[config.mk]
export PLATFORM = sky130hd
export DESIGN_NAME = ahb_prio_arbiter
export DESIGN_NICKNAME = d
export VERILOG_FILES = /design/src/rtl/ahb_prio_arbiter.sv
export SDC_FILE = /design/constraint.sdc
export NUM_CORES = 1
export LEC_CHECK = 0
export ABC_CLOCK_PERIOD_IN_PS = 2960
export BUFFER_PORTS_ARGS = -buffer_cell sky130_fd_sc_hd__buf_4
export CAP_MARGIN = 20
export CORE_MARGIN = 2
export CORE_UTILIZATION = 35
export DETAILED_ROUTE_END_ITERATION = 6
export PLACE_DENSITY_LB_ADDON = 0.1
export SLEW_MARGIN = 15
export SYNTH_ARGS = -nofsm -noshare
export SYNTH_HDL_FRONTEND = slang
export SYNTH_SLANG_ARGS = --single-unit
[constraint.sdc]
create_clock -name hclk -period 2.96 [get_ports hclk]
set_input_delay 0.592 -clock hclk [delete_from_list [all_inputs] [get_ports hclk]]
set_output_delay 0.592 -clock hclk [all_outputs]
set_load 0.05 [all_outputs]
[src/rtl/ahb_prio_arbiter.sv]
// AHB bus arbiter: fixed-priority grant with locked-transfer hold and SPLIT masking.
// Define AHB_ARB_RR_EN to compile in round-robin arbitration selected by rr_mode.
//
// state     | meaning
// ST_ARB    | normal arbitration on every hready edge
// ST_LOCKED | locked sequence in progress, grant frozen
// ST_RESP2  | second cycle of a two-cycle ERROR/RETRY/SPLIT response
module ahb_prio_arbiter #(
    parameter int NUM_MST = 16,
    parameter int DEF_MST = 0
) (
    input  logic               hclk,
    input  logic               hrst_n,
    input  logic [NUM_MST-1:0] hbusreqx,
    input  logic [NUM_MST-1:0] hlockx,
    input  logic [NUM_MST-1:0] hsplitx,
    input  logic               hready,
    input  logic [1:0]         hresp,
    input  logic               rr_mode,
    output logic [NUM_MST-1:0] hgrantx,
    output logic [3:0]         hmaster,
    output logic               hmastlock
);

    localparam logic [1:0] ST_ARB    = 2'd0;
    localparam logic [1:0] ST_LOCKED = 2'd1;
    localparam logic [1:0] ST_RESP2  = 2'd2;

    localparam logic [1:0] RESP_OKAY  = 2'b00;
    localparam logic [1:0] RESP_SPLIT = 2'b11;

    localparam logic [3:0]         DEF_IDX = 4'(DEF_MST);
    localparam logic [NUM_MST-1:0] DEF_GNT = {{(NUM_MST-1){1'b0}}, 1'b1} << DEF_MST;

    logic [1:0]         state;
    logic [1:0]         state_next;
    logic               lock_hold;
    logic               lock_next;
    logic [NUM_MST-1:0] split_mask;
    logic [NUM_MST-1:0] split_set;
    logic [NUM_MST-1:0] mask_next;
    logic [NUM_MST-1:0] eligible;
    logic [NUM_MST-1:0] winner_oh;
    logic [3:0]         grant_idx;
    logic [3:0]         lo_idx;
    logic [3:0]         rr_idx;
    logic [3:0]         winner_idx;
    logic               use_rr;
    logic               split_done;
    logic               arb_point;
    logic               owner_lock;
    logic               winner_lock;

    always_comb begin
        grant_idx = 4'd0;
        for (int i = 0; i < NUM_MST; i++) begin
            if (hgrantx[i]) grant_idx = 4'(i);
        end
    end

    assign owner_lock = |(hlockx & hgrantx);
    assign split_done = (state == ST_RESP2) && hready && (hresp == RESP_SPLIT);

    always_comb begin
        split_set = '0;
        for (int i = 0; i < NUM_MST; i++) begin
            split_set[i] = split_done && (hmaster == 4'(i));
        end
    end

    // A set from a completing SPLIT beats a same-cycle resume, and the new mask
    // already applies to the arbitration that the SPLIT forces.
    assign mask_next = (split_mask & ~hsplitx) | split_set;
    assign eligible  = hbusreqx & ~mask_next;
    assign arb_point = hready && (!lock_hold || split_done);

    always_comb begin
        lo_idx = DEF_IDX;
        for (int i = NUM_MST - 1; i >= 0; i--) begin
            if (eligible[i]) lo_idx = 4'(i);
        end
    end

`ifdef AHB_ARB_RR_EN
    logic [3:0] last_grant;
    logic [3:0] hi_idx;
    logic       hi_found;

    always_comb begin
        hi_idx   = DEF_IDX;
        hi_found = 1'b0;
        for (int i = NUM_MST - 1; i >= 0; i--) begin
            if (eligible[i] && (4'(i) > last_grant)) begin
                hi_idx   = 4'(i);
                hi_found = 1'b1;
            end
        end
    end

    // Nothing above the last winner means the search wraps to the lowest index.
    assign rr_idx = hi_found ? hi_idx : lo_idx;
    assign use_rr = rr_mode;

    always_ff @(posedge hclk or negedge hrst_n) begin
        if (!hrst_n) begin
            last_grant <= DEF_IDX;
        end else if (arb_point) begin
            last_grant <= winner_idx;
        end
    end
`else
    logic unused_rr_mode;
    assign unused_rr_mode = rr_mode;
    assign rr_idx         = lo_idx;
    assign use_rr         = 1'b0;
`endif

    always_comb begin
        if (|eligible) begin
            winner_idx = use_rr ? rr_idx : lo_idx;
        end else begin
            winner_idx = DEF_IDX;
        end
    end

    always_comb begin
        winner_oh = '0;
        for (int i = 0; i < NUM_MST; i++) begin
            winner_oh[i] = (winner_idx == 4'(i));
        end
    end

    assign winner_lock = |(hlockx & winner_oh);

    always_comb begin
        lock_next = lock_hold;
        if (arb_point) begin
            lock_next = winner_lock;
        end else if (hready && lock_hold && !owner_lock) begin
            lock_next = 1'b0;
        end
    end

    always_comb begin
        state_next = state;
        case (state)
            ST_ARB, ST_LOCKED: begin
                if (!hready && (hresp != RESP_OKAY)) begin
                    state_next = ST_RESP2;
                end else begin
                    state_next = lock_next ? ST_LOCKED : ST_ARB;
                end
            end
            ST_RESP2: begin
                // A RETRY inside a locked sequence leaves the lock in force.
                if (hready) state_next = lock_next ? ST_LOCKED : ST_ARB;
            end
            default: state_next = ST_ARB;
        endcase
    end

    always_ff @(posedge hclk or negedge hrst_n) begin
        if (!hrst_n) begin
            state      <= ST_ARB;
            lock_hold  <= 1'b0;
            split_mask <= '0;
            hgrantx    <= DEF_GNT;
            hmaster    <= DEF_IDX;
            hmastlock  <= 1'b0;
        end else begin
            state      <= state_next;
            lock_hold  <= lock_next;
            split_mask <= mask_next;
            if (arb_point) begin
                hgrantx <= winner_oh;
            end
            if (hready) begin
                hmaster   <= grant_idx;
                hmastlock <= owner_lock;
            end
        end
    end

endmodule

[Word-level counts from Yosys, hierarchy flattened]
Index checks and enable logic that the tools add are counted.
Storage, ports and cells
  flip-flop bits (word level): 40
  bits in latches: 0
  RAM bits: 0
  ROM bits: 0
  input port bits: 54
  word-level logic and storage cells: 119
  memories: 0
Operators by class
  add/subtract/negate cells: 0
  multiply operators: 0
  div/mod/pow operators: 0
  order comparisons: 0
  equal/unequal tests: 34
  shift operators: 0
  multiplexer cells: 38
  bitwise gates (word level): 7
  reductions and logical operators: 34
Operators with widths (number)
  $mux 4: 29
  $and 16x16->16: 4
  $eq 4x4->1 const B: 16
  $reduce_or 16->1: 3
  $eq 4x3->1 const B: 8
  $not 16->16: 2
  $logic_and 1x1->1: 22
  $eq 4x2->1 const B: 4
  $or 16x16->16: 1
  $eq 4x1->1 const B: 2
  $logic_not 4->1: 2
  $mux 2: 4
  $eq 2x2->1 const B: 2
  $mux 1: 4
  $pmux 2 s2: 1
  $logic_not 1->1: 3
  $eq 2x1->1 const B: 1
  $logic_not 2->1: 1
  $ne 2x2->1 const B: 1
  $reduce_bool 2->1: 1
  $reduce_or 2->1: 1
  $logic_or 1x1->1: 1

[Longest topological paths before layout]
Gate-level depths: netlist of the first run.
  depth after elaboration: 31
  mapped depth: 11
  depth with buffers taken out: 9

[Worst setup path before layout of the first run]
OpenSTA, ideal clock, no wires.
  kind: input to register
  start: input hready
  end: register lock_hold
  setup time: 0.136 ns
  arrival: 2.897 ns
  slack: -0.073 ns
  cell stages on the path: 11
  cell sequence: buf_4 or3b_1 or2_4 o211a_1 a2111o_1 o22a_1 buf_2 mux2i_1 a31o_1 mux2i_1 a32oi_1
On the way
  word-level cells in the longest chain between the ends: 27
  elaborated cells between the ends (all ways): 63
  classes of those cells: eq/ne: 15; mux: 19; bitwise: 4; reduce/logical: 25
RTL lines
  start, declared: RTL line 17  | input logic hready,
  $logic_and 1x1->1 (2 in a row): RTL line 62  | assign split_done = (state == ST_RESP2) && hready && (hresp == RESP_SPLIT);
  $logic_and 1x1->1: RTL line 67  | split_set[i] = split_done && (hmaster == 4'(i));
  $or 16x16->16: RTL line 73  | assign mask_next = (split_mask & ~hsplitx) | split_set;
  $not 16->16: RTL line 74  | assign eligible = hbusreqx & ~mask_next;
  $and 16x16->16: RTL line 74
  $mux 4 (16 in a row): RTL line 80  | if (eligible[i]) lo_idx = 4'(i);
  $mux 4: RTL line 119  | if (|eligible) begin
  $eq 4x1->1, or another cell as far along: RTL line 129  | winner_oh[i] = (winner_idx == 4'(i));
  $and 16x16->16: RTL line 133  | assign winner_lock = |(hlockx & winner_oh);
  $reduce_or 16->1: RTL line 133
  $mux 1 *: RTL line 137  | if (arb_point) begin
  named net lock_next: RTL line 38  | logic lock_next;
  end signal, assigned: RTL line 172  | lock_hold <= lock_next;
  end, declared: RTL line 37  | logic lock_hold;
Mark *: on every way through the listed nets, which the timed path passes. The rest lies on a longest branch.
A chain may end at the register's enable or synchronous reset.

[Worst setup path after layout of the first run]
  start: register hmaster[1]
  end: register lock_hold
On the way
  word-level cells in the longest chain between the ends: 26
  elaborated cells between the ends (all ways): 72
  classes of those cells: eq/ne: 30; mux: 18; bitwise: 4; reduce/logical: 20
RTL lines
  start, declared: RTL line 21  | output logic [3:0] hmaster,
  start signal, assigned: RTL line 178  | hmaster <= grant_idx;
  $eq 4x4->1: RTL line 67
  $logic_and 1x1->1: RTL line 67
  $or 16x16->16 *: RTL line 73
  $not 16->16 *: RTL line 74
  $and 16x16->16 *: RTL line 74
  $mux 4 (16 in a row): RTL line 80
  $mux 4 *: RTL line 119
  $eq 4x1->1, or another cell as far along: RTL line 129
  $and 16x16->16 *: RTL line 133
  $reduce_or 16->1 *: RTL line 133
  $mux 1 *: RTL line 137
  named net lock_next: RTL line 38
Marked as above.

==> results of run 1 <==
[worst max-delay path, delay by kind of cell, from the launching register on]
family                 cells  cell delay [ns]
AO/OA/AOI/OAI              5             1.15
flip-flops                 1             0.40
AND/OR/NAND/NOR            2             0.58
buffers and inverters      3             0.42
multiplexers               1             0.19
[state kept, by name, indices dropped and copies added (netlist names)]
| register | cells |
|---|---|
| split_mask | 16 |
| hmaster | 4 |
| hmastlock | 1 |
| state | 2 |
| lock_hold | 1 |
| hgrantx | 16 |
[final timing paths]
kind / startpoint / to / cells past startpoint
worst max-delay path: hmaster[1]$_DFFE_PN0P_ / lock_hold$_DFF_PN0_ / 11
worst min-delay path: hrst_n / split_mask[2]$_DFF_PN0_ / 1
worst max register to register: hmaster[1]$_DFFE_PN0P_ / lock_hold$_DFF_PN0_ / 11
worst min register to register: split_mask[8]$_DFF_PN0_ / split_mask[8]$_DFF_PN0_ / 2
max in group asynchronous: hrst_n / hmaster[1]$_DFFE_PN0P_ / 1
min in group hclk: split_mask[8]$_DFF_PN0_ / split_mask[8]$_DFF_PN0_ / 2
[layout make-up]
cell class | count | share of cell area [%]
tap | 80 | 2.80
multi-input combinational | 227 | 39.6
sequential | 40 | 28.1
inverter | 6 | 0.630
timing repair buffer | 121 | 25.9
clock inverter | 2 | 0.980
clock buffer | 6 | 2.03
[cells by family after synthesis]
family	share of synthesized area (%)
buf+inv	2.29
compound gates	27.0
flops	41.6
mux	2.13
simple gates	27.0
[routing by layer]
layer / routed length (µm) / up-vias / GRT usage [%]
met5: 0 / - / 0
met4: 226 / 0 / 9.66
met3: 464 / 17 / 3.60
met2: 3790 / 90 / 36.0
met1: 3450 / 1236 / 27.0
li1: - / 1284 / -
[power by group through the flow]
stage | registers (W) | clock network, W | logic, W
finish | 0.000660 | 0.000451 | 0.000708
global route | 0.000669 | 0.000490 | 0.000762
CTS | 0.000659 | 0.000468 | 0.000697
detailed placement | 0.000668 | 0 | 0.000694
global placement | 0.000670 | 0 | 0.000692
floorplan | 0.000809 | 0 | 0.000258
[cell usage in the layout (no fill, tap or decap), types with 2 or more instances in the layout]
cell      instances
a211o_1           2
a211oi_1          2
a21oi_1           9
a22o_1            6
a22oi_1           6
a311oi_1          2
a32o_1            3
buf_4           119
clkbuf_8          5
dfrtp_1          38
inv_1             6
mux2i_1           3
nand2_1          36
nand2b_1         19
nand3_1           5
nand3b_1          2
nor2_1           23
nor2_2            2
nor3_1           14
nor3_2            7
o211a_1           3
o211ai_1          2
o21ai_0          27
o21bai_1          3
o22a_1            4
o22ai_1           6
o22ai_2           2
or2_1             2
or2_2             4
or2_4             2
or3_1             2
[what timing repair did]
item                                    in CTS  in global routing
gates resized for setup                      0                 16
endpoints found under the setup margin       0                  6
setup buffers                                0                  2
[metrics by stage]
stage,std cells,instance area (µm²),utilization [%],TNS [ns],total power [W]
global placement,472,3390,50.4,-1.37,0.00136
global route,482,3580,53.2,-0.0403,0.00192
detailed placement,472,3390,50.4,-1.52,0.00136
CTS,480,3500,52.0,0,0.00182
finish,482,3580,53.2,0,0.00182
floorplan,280,2430,-,0,0.00107
==> out/metrics.yaml, run 1 <==
outcome: "completed"
critPathKind: "flop to flop"
die_width_um: 87.0
avgSynthCellArea_um2: 8.60
leakagePower_nw: 1.68
track_usage_pct: 21.5
grt_pass1_vias: 2655
cp.arrival_ns: 3.04
synthTopCellsByArea: "dfrtp_1 41%, o21ai_0 5.8%, nand2_1 5.6%"
multiInputGateArea_um2: 1420
synth_edf_count: 0
drtIter0Drc: 127
clk_latency_ns: 0.31
io_buffer_count: 73
ff2ff_setup_slack_ns: 0.10
core_um2: 6720
drive_gt1_share_pct: 38.8
rsz0062_at_grt: "yes"
async_reset_ff_share_pct: 100
clk_pin_slew_ns: 0.08
fin_crit_ns: 2.86
antenna_left: 0
pwr-share-seq_pct: 36.3
path_max_fanout: 6
max_freq_mhz: 350
critPathRequiredTime_ns: 3.14
cts_inserted_buffers: 5
antenna_found_initial: 0
switchingPower_w: 0.000662
hpwl_um: 6260
setup_slack_ns: 0.101
powerDensity_nw_per_um2: 509
hold_viol: 0
mappedNetlistArea_um2: 2410
start_util_pct: 35.8
wire_per_inst_um: 16.4
n_antenna_cell: 0
peakVddDrop_mv: 0.496
yosys_warnings: 0
viasPerCell: 5.45
numClockSinks: 40
pwr-share-comb_pct: 38.9
wirelength_um: 7930
max_cap_violations: 0
synth_common_cells: "39 x dfrtp_1, 36 x nand2_1, 28 x o21ai_0"
tightest_slew_ns: 0.702
max_stage_delay_ns: 0.45
synth_top_area_share_pct: 40.5
path_cells: "buf_4 > nand3b_1 > nor3_2 > o22ai_2 > a2111o_1 > o22a_2 > buf_4 > buf_4 > a22o_1 > mux2i_2 > a32oi_1"
critPathCaptureType: "flop"
syn_inst: 280
fill_cells: 671
cts_buffer_depth: 2
firstDrtPassIters: 4
crit_path_frequent_cell: "buf_4"
grt_max_degree: 41
register_area_um2: 1000
yosysMostFrequentCell: "dfrtp_1"
num_rows: 30
hold_ws_ns: 0.260
die_y_um: 87.0
cts_hold_buf: 0
syn-num-nets: 334
drcViolationCount: 0
setup_viol: 0
fin_skew_ns: 0.0113
gp_congestion: 0.925
p_clk_share_pct: 24.8
timing.slew.headroom_pct: 52.0
htreeDepth: 2
yosysTopAreaCell: "dfrtp_1"
vias: 2627
root_buffer: "clkbuf_8"
gr-total-overflow: 0
synth_seq_cells: 40
intPower_w: 0.00116
drv_slew: 0
dpl_worst_slack_ns: -0.209
dieArea_um2: 7560
nets: 455
cts_tree: "done"
yosysUniqueCellTypes: 56
hp-class: "input pin to asynchronous set/reset pin"
fin_crit_sh_pct: 96.6
synth-seq-area-share_pct: 41.6
io_pins: 75
cp-start-kind: "flop"
syn_to_final_growth_pct: 48.5
grt_pass1_wl_um: 12500
slowest_stage: "a2111o_1"
switching_share_pct: 36.4
ys.flop_type: "dfrtp_1"
Note: power is estimated with default switching activity, not from simulation.
==> run 2, diff against run 1 <==
--- a/config.mk
+++ b/config.mk
@@ -5,10 +5,10 @@
 export SDC_FILE = /design/constraint.sdc
 export NUM_CORES = 1
 export LEC_CHECK = 0
-export ABC_CLOCK_PERIOD_IN_PS = 2960
+export ABC_CLOCK_PERIOD_IN_PS = 3400
 export BUFFER_PORTS_ARGS = -buffer_cell sky130_fd_sc_hd__buf_4
 export CAP_MARGIN = 20
-export CORE_MARGIN = 2
+export CORE_MARGIN = 4
 export CORE_UTILIZATION = 35
 export DETAILED_ROUTE_END_ITERATION = 6
 export PLACE_DENSITY_LB_ADDON = 0.1
==> constraint.sdc (replaced) <==
create_clock -name hclk -period 3.4 [get_ports hclk]
set_input_delay 0.51 -clock hclk [delete_from_list [all_inputs] [get_ports hclk]]
set_output_delay 0.51 -clock hclk [all_outputs]
set_load 0.05 [all_outputs]
==> out/metrics.yaml, run 2 (same netlist as run 1, synthesis figures left out) <==
cp-start-kind: "flop"  # unchanged
max_freq_mhz: 325  # was 350 MHz
gr-total-overflow: 0  # unchanged
timing.slew.headroom_pct: 54.3  # was 52.0%
cp.arrival_ns: 3.30  # was 3.04 ns
max_stage_delay_ns: 0.46  # was 0.45 ns
die_width_um: 91.0  # was 87.0 µm
hpwl_um: 6070  # was 6260 µm
cts_inserted_buffers: 5  # unchanged
drtIter0Drc: 189  # was 127
path_cells: "or3b_1 > or2_4 > o211a_1 > a2111o_1 > o22a_1 > mux2i_1 > or2_2 > o211a_1 > a32oi_1"  # was buf_4 > nand3b_1 > nor3_2 > o22ai_2 > a2111o_1 > o22a_2 > buf_4 > buf_4 > a22o_1 > mux2i_2 > a32oi_1
max_cap_violations: 0  # unchanged
io_buffer_count: 73  # unchanged
die_y_um: 91.0  # was 87.0 µm
antenna_found_initial: 0  # unchanged
cts_setup_buffers: 0  # unchanged
mostFrequentLayoutCells: "84 x buf_4, 39 x dfrtp_1, 36 x nand2_1"  # was 119 x buf_4, 38 x dfrtp_1, 36 x nand2_1
grt_pass1_vias: 2519  # was 2655
crit_path_frequent_cell: "o211a_1"  # was buf_4
nets: 418  # was 455
cts_buffer_depth: 2  # unchanged
grt_max_degree: 41  # unchanged
grt_pass1_wl_um: 12800  # was 12500 µm
core_um2: 6530  # was 6720 µm²
multiInputGateArea_um2: 1360  # was 1420 µm²
start_util_pct: 36.9  # was 35.8%
hold_viol: 0  # unchanged
syn_to_final_growth_pct: 33.7  # was 48.5%
io_pins: 75  # unchanged
clk_pin_slew_ns: 0.08  # about the same
hp-class: "input pin to asynchronous set/reset pin"  # unchanged
place_inst: 434  # was 472
drcViolationCount: 0  # unchanged
antenna_left: 0  # unchanged
clk_latency_ns: 0.31  # about the same
fin_skew_ns: 0.00849  # was 0.0113 ns
leakagePower_nw: 1.50  # was 1.68 nW
slowest_stage: "or3b_1"  # was a2111o_1
setup_viol: 0  # unchanged
firstDrtPassIters: 5  # was 4
path_max_fanout: 7  # was 6
drv_slew: 0  # unchanged
register_area_um2: 1000  # about the same
vias: 2530  # was 2627
drive_gt1_share_pct: 28.2  # was 38.8%
fin_tns_setup_ns: 0  # unchanged
wirelength_um: 7830  # was 7930 µm
gp_congestion: 0.954  # was 0.925
fill_cells: 655  # was 671
rsz0062_at_grt: "no"  # was yes
wire_per_inst_um: 17.7  # was 16.4 µm
final_common_cell: "buf_4"  # unchanged
htreeDepth: 2  # unchanged
track_usage_pct: 19.3  # was 21.5%
outcome: "completed"  # unchanged
fin_crit_sh_pct: 90.4  # was 96.6%
viasPerCell: 5.72  # was 5.45
n_antenna_cell: 0  # unchanged
powerDensity_nw_per_um2: 474  # was 509 nW/µm²
root_buffer: "clkbuf_8"  # unchanged
numClockSinks: 40  # unchanged
num_rows: 29  # was 30
critPathKind: "flop to flop"  # unchanged
critPathRequiredTime_ns: 3.63  # was 3.14 ns
cts_tree: "done"  # unchanged
fin_crit_ns: 3.07  # was 2.86 ns
reg.largest.list: "hgrantx: 16 flops, split_mask: 16 flops, hmaster: 4 flops"  # unchanged
tightest_slew_ns: 0.668  # was 0.702 ns
critPathCaptureType: "flop"  # unchanged
peakVddDrop_mv: 0.389  # was 0.496 mV
instances_no_fill: 442  # was 482
dieArea_um2: 8270  # was 7560 µm²
run 2: cell types whose count changed in the layout (fill, tap and decap cells not counted), sizes merged:
| cell | previous run | this run |
|---|---|---|
| buf | 121 | 84 |
run 2: final cells by class:
type                    count  share of cell area [%]
inverters                   6                   0.700
well taps                  77                    2.99
repair buffers             84                    19.6
clock buffers               6                    2.25
flip-flops and latches     40                    31.1
multi-input cells         227                    42.2
clock inverters             2                    1.09
run 2: path summary, 6_finish.rpt:
kind / endpoint / slack (ns) / start / cells after the start
max: lock_hold$_DFF_PN0_ / 0.33 / hmaster[1]$_DFFE_PN0P_ / 9
min: split_mask[7]$_DFF_PN0_ / 0.18 / hrst_n / 1
max reg2reg: lock_hold$_DFF_PN0_ / 0.33 / hmaster[1]$_DFFE_PN0P_ / 9
min reg2reg: split_mask[8]$_DFF_PN0_ / 0.49 / split_mask[8]$_DFF_PN0_ / 2
max in group asynchronous: hgrantx[0]$_DFFE_PN1P_ / 2.85 / hrst_n / 1
min in group hclk: split_mask[8]$_DFF_PN0_ / 0.49 / split_mask[8]$_DFF_PN0_ / 2
run 2: what timing repair did:
item                                    in CTS  in global routing
resized for setup                            0                  1
endpoints found under the setup margin       0                  1
hold buffers                                 0                  0
run 2: metal layers:
layer / wire length [µm] / global-route usage [%]
met5: 0 / 0
met4: 99 / 4.90
met3: 439 / 4.79
met2: 3640 / 30.1
met1: 3650 / 27.0
run 2: power breakdown:
| group | total, W | internal [W] | switching, W |
|---|---|---|---|
| clock network | 0.000398 | 0.000218 | 0.000180 |
| registers | 0.000592 | 0.000530 | 0.0000621 |
| logic | 0.000536 | 0.000209 | 0.000327 |
| total | 0.00153 | 0.000957 | 0.000569 |
run 2: worst max-delay path: cells and delay by family (launching register included):
kind	cells	cell delay, ns
mux	1	0.14
flops	1	0.45
compound gates	5	1.35
simple gates	3	1.04
run 2: per-stage QoR:
| step | instance area [µm²] | setup slack [ns] | hold slack, ns | power (W) | util, % |
|---|---|---|---|---|---|
| floorplan | 2410 | 0.396 | 0.214 | 0.000923 | - |
| global placement | 3100 | 0.142 | 0.468 | 0.00113 | 47.5 |
| detailed placement | 3100 | 0.141 | 0.476 | 0.00113 | 47.5 |
| CTS | 3210 | 0.230 | 0.198 | 0.00152 | 49.2 |
| global route | 3220 | 0.160 | 0.222 | 0.00160 | 49.3 |
| finish | 3220 | 0.326 | 0.176 | 0.00153 | 49.3 |
==> run 3, diff against run 2 <==
--- a/config.mk
+++ b/config.mk
@@ -5,6 +5,7 @@
 export SDC_FILE = /design/constraint.sdc
 export NUM_CORES = 1
 export LEC_CHECK = 0
+export ABC_AREA = 1
 export ABC_CLOCK_PERIOD_IN_PS = 3400
 export BUFFER_PORTS_ARGS = -buffer_cell sky130_fd_sc_hd__buf_4
 export CAP_MARGIN = 20
==> out/metrics.yaml, run 3 <==
syn-num-nets: 366  # was 334
critPathRequiredTime_ns: 3.59  # was 3.63 ns
path_max_fanout: 12  # was 7
die_width_um: 92.6  # was 91.0 µm
synth-simple-area-share_pct: 29.6  # was 27.0%
core_um2: 6870  # was 6530 µm²
setup_viol: 0  # unchanged
numClockSinks: 40  # unchanged
start_util_pct: 36.4  # was 36.9%
drtIter0Drc: 49  # was 189
dieArea_um2: 8570  # was 8270 µm²
async_reset_ff_share_pct: 100  # unchanged
drv_slew: 0  # unchanged
yosysUniqueCellTypes: 41  # was 56
synth_compound_area_share_pct: 21.1  # was 27.0%
grtUsageMet1_pct: 22.3  # was 27.0%
fin_skew_ns: 0.00704  # was 0.00849 ns
busiest_layer: "met2"  # unchanged
wire_per_inst_um: 14.3  # was 17.7 µm
vias: 2442  # was 2530
critPathCaptureType: "flop"  # unchanged
hold_ws_ns: 0.193  # was 0.176 ns
syn_to_final_growth_pct: 29.2  # was 33.7%
synth_edf_count: 0  # unchanged
hp-class: "input pin to asynchronous set/reset pin"  # unchanged
peakVddDrop_mv: 0.221  # was 0.389 mV
critPathKind: "flop to flop"  # unchanged
synthMuxAreaShare_pct: 0  # was 2.13%
reg2reg_from: "state[0]$_DFFE_PN0P_"  # was hmaster[1]$_DFFE_PN0P_
syn_inst: 312  # was 280
antenna_left: 0  # unchanged
cp-start-kind: "flop"  # unchanged
cts_buffer_depth: 2  # unchanged
root_buffer: "clkbuf_8"  # unchanged
hpwl_um: 5400  # was 6070 µm
num_rows: 30  # was 29
synth_top_area_share_pct: 39.0  # was 40.5%
synthTopCellsByArea: "dfrtp_1 39%, nand2_1 8.5%, inv_1 7.6%"  # was dfrtp_1 41%, o21ai_0 5.8%, nand2_1 5.6%
tightest_slew_ns: 0.581  # was 0.668 ns
cts_inserted_buffers: 5  # unchanged
grt_max_degree: 41  # unchanged
nets: 443  # was 418
rsz0062_at_grt: "no"  # unchanged
ctsResizeCount: 0  # unchanged
drive_gt1_share_pct: 31.5  # was 28.2%
gr-total-overflow: 0  # unchanged
io_buffer_count: 73  # unchanged
fin_tns_setup_ns: 0  # unchanged
mostFrequentLayoutCells: "74 x buf_4, 57 x nand2_1, 51 x inv_1"  # was 84 x buf_4, 39 x dfrtp_1, 36 x nand2_1
gp_congestion: 0.891  # was 0.954
antenna_found_initial: 0  # unchanged
ys.flop_type: "dfrtp_1"  # unchanged
clk_pin_slew_ns: 0.08  # about the same
outcome: "completed"  # unchanged
reg.largest.list: "hgrantx: 16 flops, split_mask: 16 flops, hmaster: 4 flops"  # unchanged
dpl_worst_slack_ns: 0.411  # was 0.141 ns
die_y_um: 92.6  # was 91.0 µm
yosysTopAreaCell: "dfrtp_1"  # unchanged
cts_tree: "done"  # unchanged
grt_pass1_wl_um: 11300  # was 12800 µm
power_w: 0.00145  # was 0.00153 W
fin_crit_ns: 2.81  # was 3.07 ns
timing.slew.headroom_pct: 60.2  # was 54.3%
mappedNetlistArea_um2: 2500  # was 2410 µm²
drcViolationCount: 0  # unchanged
synthXorXnorAreaFrac_pct: 0  # unchanged
hold_viol: 0  # unchanged
final_common_cell: "buf_4"  # unchanged
synth_common_cells: "57 x nand2_1, 51 x inv_1, 39 x dfrtp_1"  # was 39 x dfrtp_1, 36 x nand2_1, 28 x o21ai_0
wirelength_um: 6970  # was 7830 µm
cts_setup_buffers: 0  # unchanged
htreeDepth: 2  # unchanged
synth_top_family_by_area: "simple AND/OR/NAND/NOR gates"  # unchanged
track_usage_pct: 16.6  # was 19.3%
leakagePower_nw: 1.56  # was 1.50 nW
clk_latency_ns: 0.29  # was 0.31 ns
powerDensity_nw_per_um2: 449  # was 474 nW/µm²
viasPerCell: 5.02  # was 5.72
max_freq_mhz: 356  # was 325 MHz
firstDrtPassIters: 4  # was 5
yosysMostFrequentCell: "nand2_1"  # was dfrtp_1
fin_crit_sh_pct: 82.5  # was 90.4%
n_antenna_cell: 0  # unchanged
io_pins: 75  # unchanged
synth_seq_cells: 40  # unchanged
grt_use_met3_pct: 3.49  # was 4.79%
grt_use_met2_pct: 27.1  # was 30.1%
cp.arrival_ns: 3.00  # was 3.30 ns
grt_pass1_vias: 2409  # was 2519
synth-seq-area-share_pct: 40.1  # was 41.6%
max_cap_violations: 0  # unchanged
cts_hold_buf: 0  # unchanged
synth-adder-area-share_pct: 0  # unchanged
critPathLaunch: "state[0]$_DFFE_PN0P_"  # was hmaster[1]$_DFFE_PN0P_
yosys_warnings: 0  # unchanged
setup_slack_ns: 0.594  # was 0.326 ns
avgSynthCellArea_um2: 8.02  # was 8.60 µm²
run 3: cell count changes after synthesis, moves of 6 or more:
cell      before  now
nand2b_1      20    0
nor3_1        20    3
nand2_2        0    9
nand3_1        5   20
nand4_1        0   11
nor2_2         0    7
nand2_1       36   57
a21oi_1        9    3
inv_1          6   51
o221ai_2       0    7
nand3_2        0    6
run 3: cell type report:
type | count | area (µm²)
Tap cell | 96 | 120
Inverter | 55 | 206
Sequential cell | 40 | 1000
Clock inverter | 1 | 5.00
Clock buffer | 7 | 76.3
Multi-Input combinational cell | 213 | 1270
Fill cell | 708 | 3640
Timing Repair Buffer | 74 | 556
run 3: path summary, 6_finish.rpt:
kind	slack [ns]	endpoint	depth (start not counted)
setup / recovery	0.59	lock_hold$_DFF_PN0_	17
hold / removal	0.19	split_mask[4]$_DFF_PN0_	1
setup reg to reg	0.59	lock_hold$_DFF_PN0_	17
hold reg to reg	0.50	split_mask[14]$_DFF_PN0_	2
max in group asynchronous	2.84	hgrantx[11]$_DFFE_PN0P_	1
min in group hclk	0.40	split_mask[12]$_DFF_PN0_	2
run 3: layer usage:
layer  up-vias  part of all wire [%]
met5         -                     0
met4         0                   1.4
met3         9                   5.3
met2        68                    47
met1      1144                    47
li1       1221                     -
run 3: where the power goes:
part / total (W) / switching [W] / internal [W]
Combinational: 0.000557 / 0.000376 / 0.000181
Clock: 0.000316 / 0.000171 / 0.000144
Sequential: 0.000578 / 0.0000456 / 0.000532
Total: 0.00145 / 0.000593 / 0.000857
run 3: cell families (layout without fill, tap and decap cells):
| family | after synthesis | count (layout) |
|---|---|---|
| DFF | 40 | 40 |
| and+or+nand+nor | 142 | 142 |
| AOI/OAI and AO/OA | 71 | 71 |
| buffers and inverters | 59 | 137 |
run 3: through the flow:
stage          util [%]  cells  instance area (µm²)
2_1_floorplan         -    312                 2500
3_3_place_gp       45.9    478                 3150
3_5_place_dp       45.9    478                 3150
4_1_cts            47.1    486                 3230
5_1_grt            47.1    486                 3230
6_report           47.1    486                 3230
run 3: worst max-delay path, stage by stage (launching register included):
cell      delay (ns)
dfrtp_1         0.36
inv_1           0.06
nand2_1         0.13
nor2_8          0.24
nand3_2         0.22
o221ai_2        0.24
nand2_2         0.11
nor2_2          0.14
nand2_1         0.09
o21a_2          0.26
nand2_4         0.19
nor2_2          0.10
nand3_1         0.09
nand3_1         0.07
nor2_1          0.14
nand3_2         0.10
nand2_1         0.11
inv_1           0.05
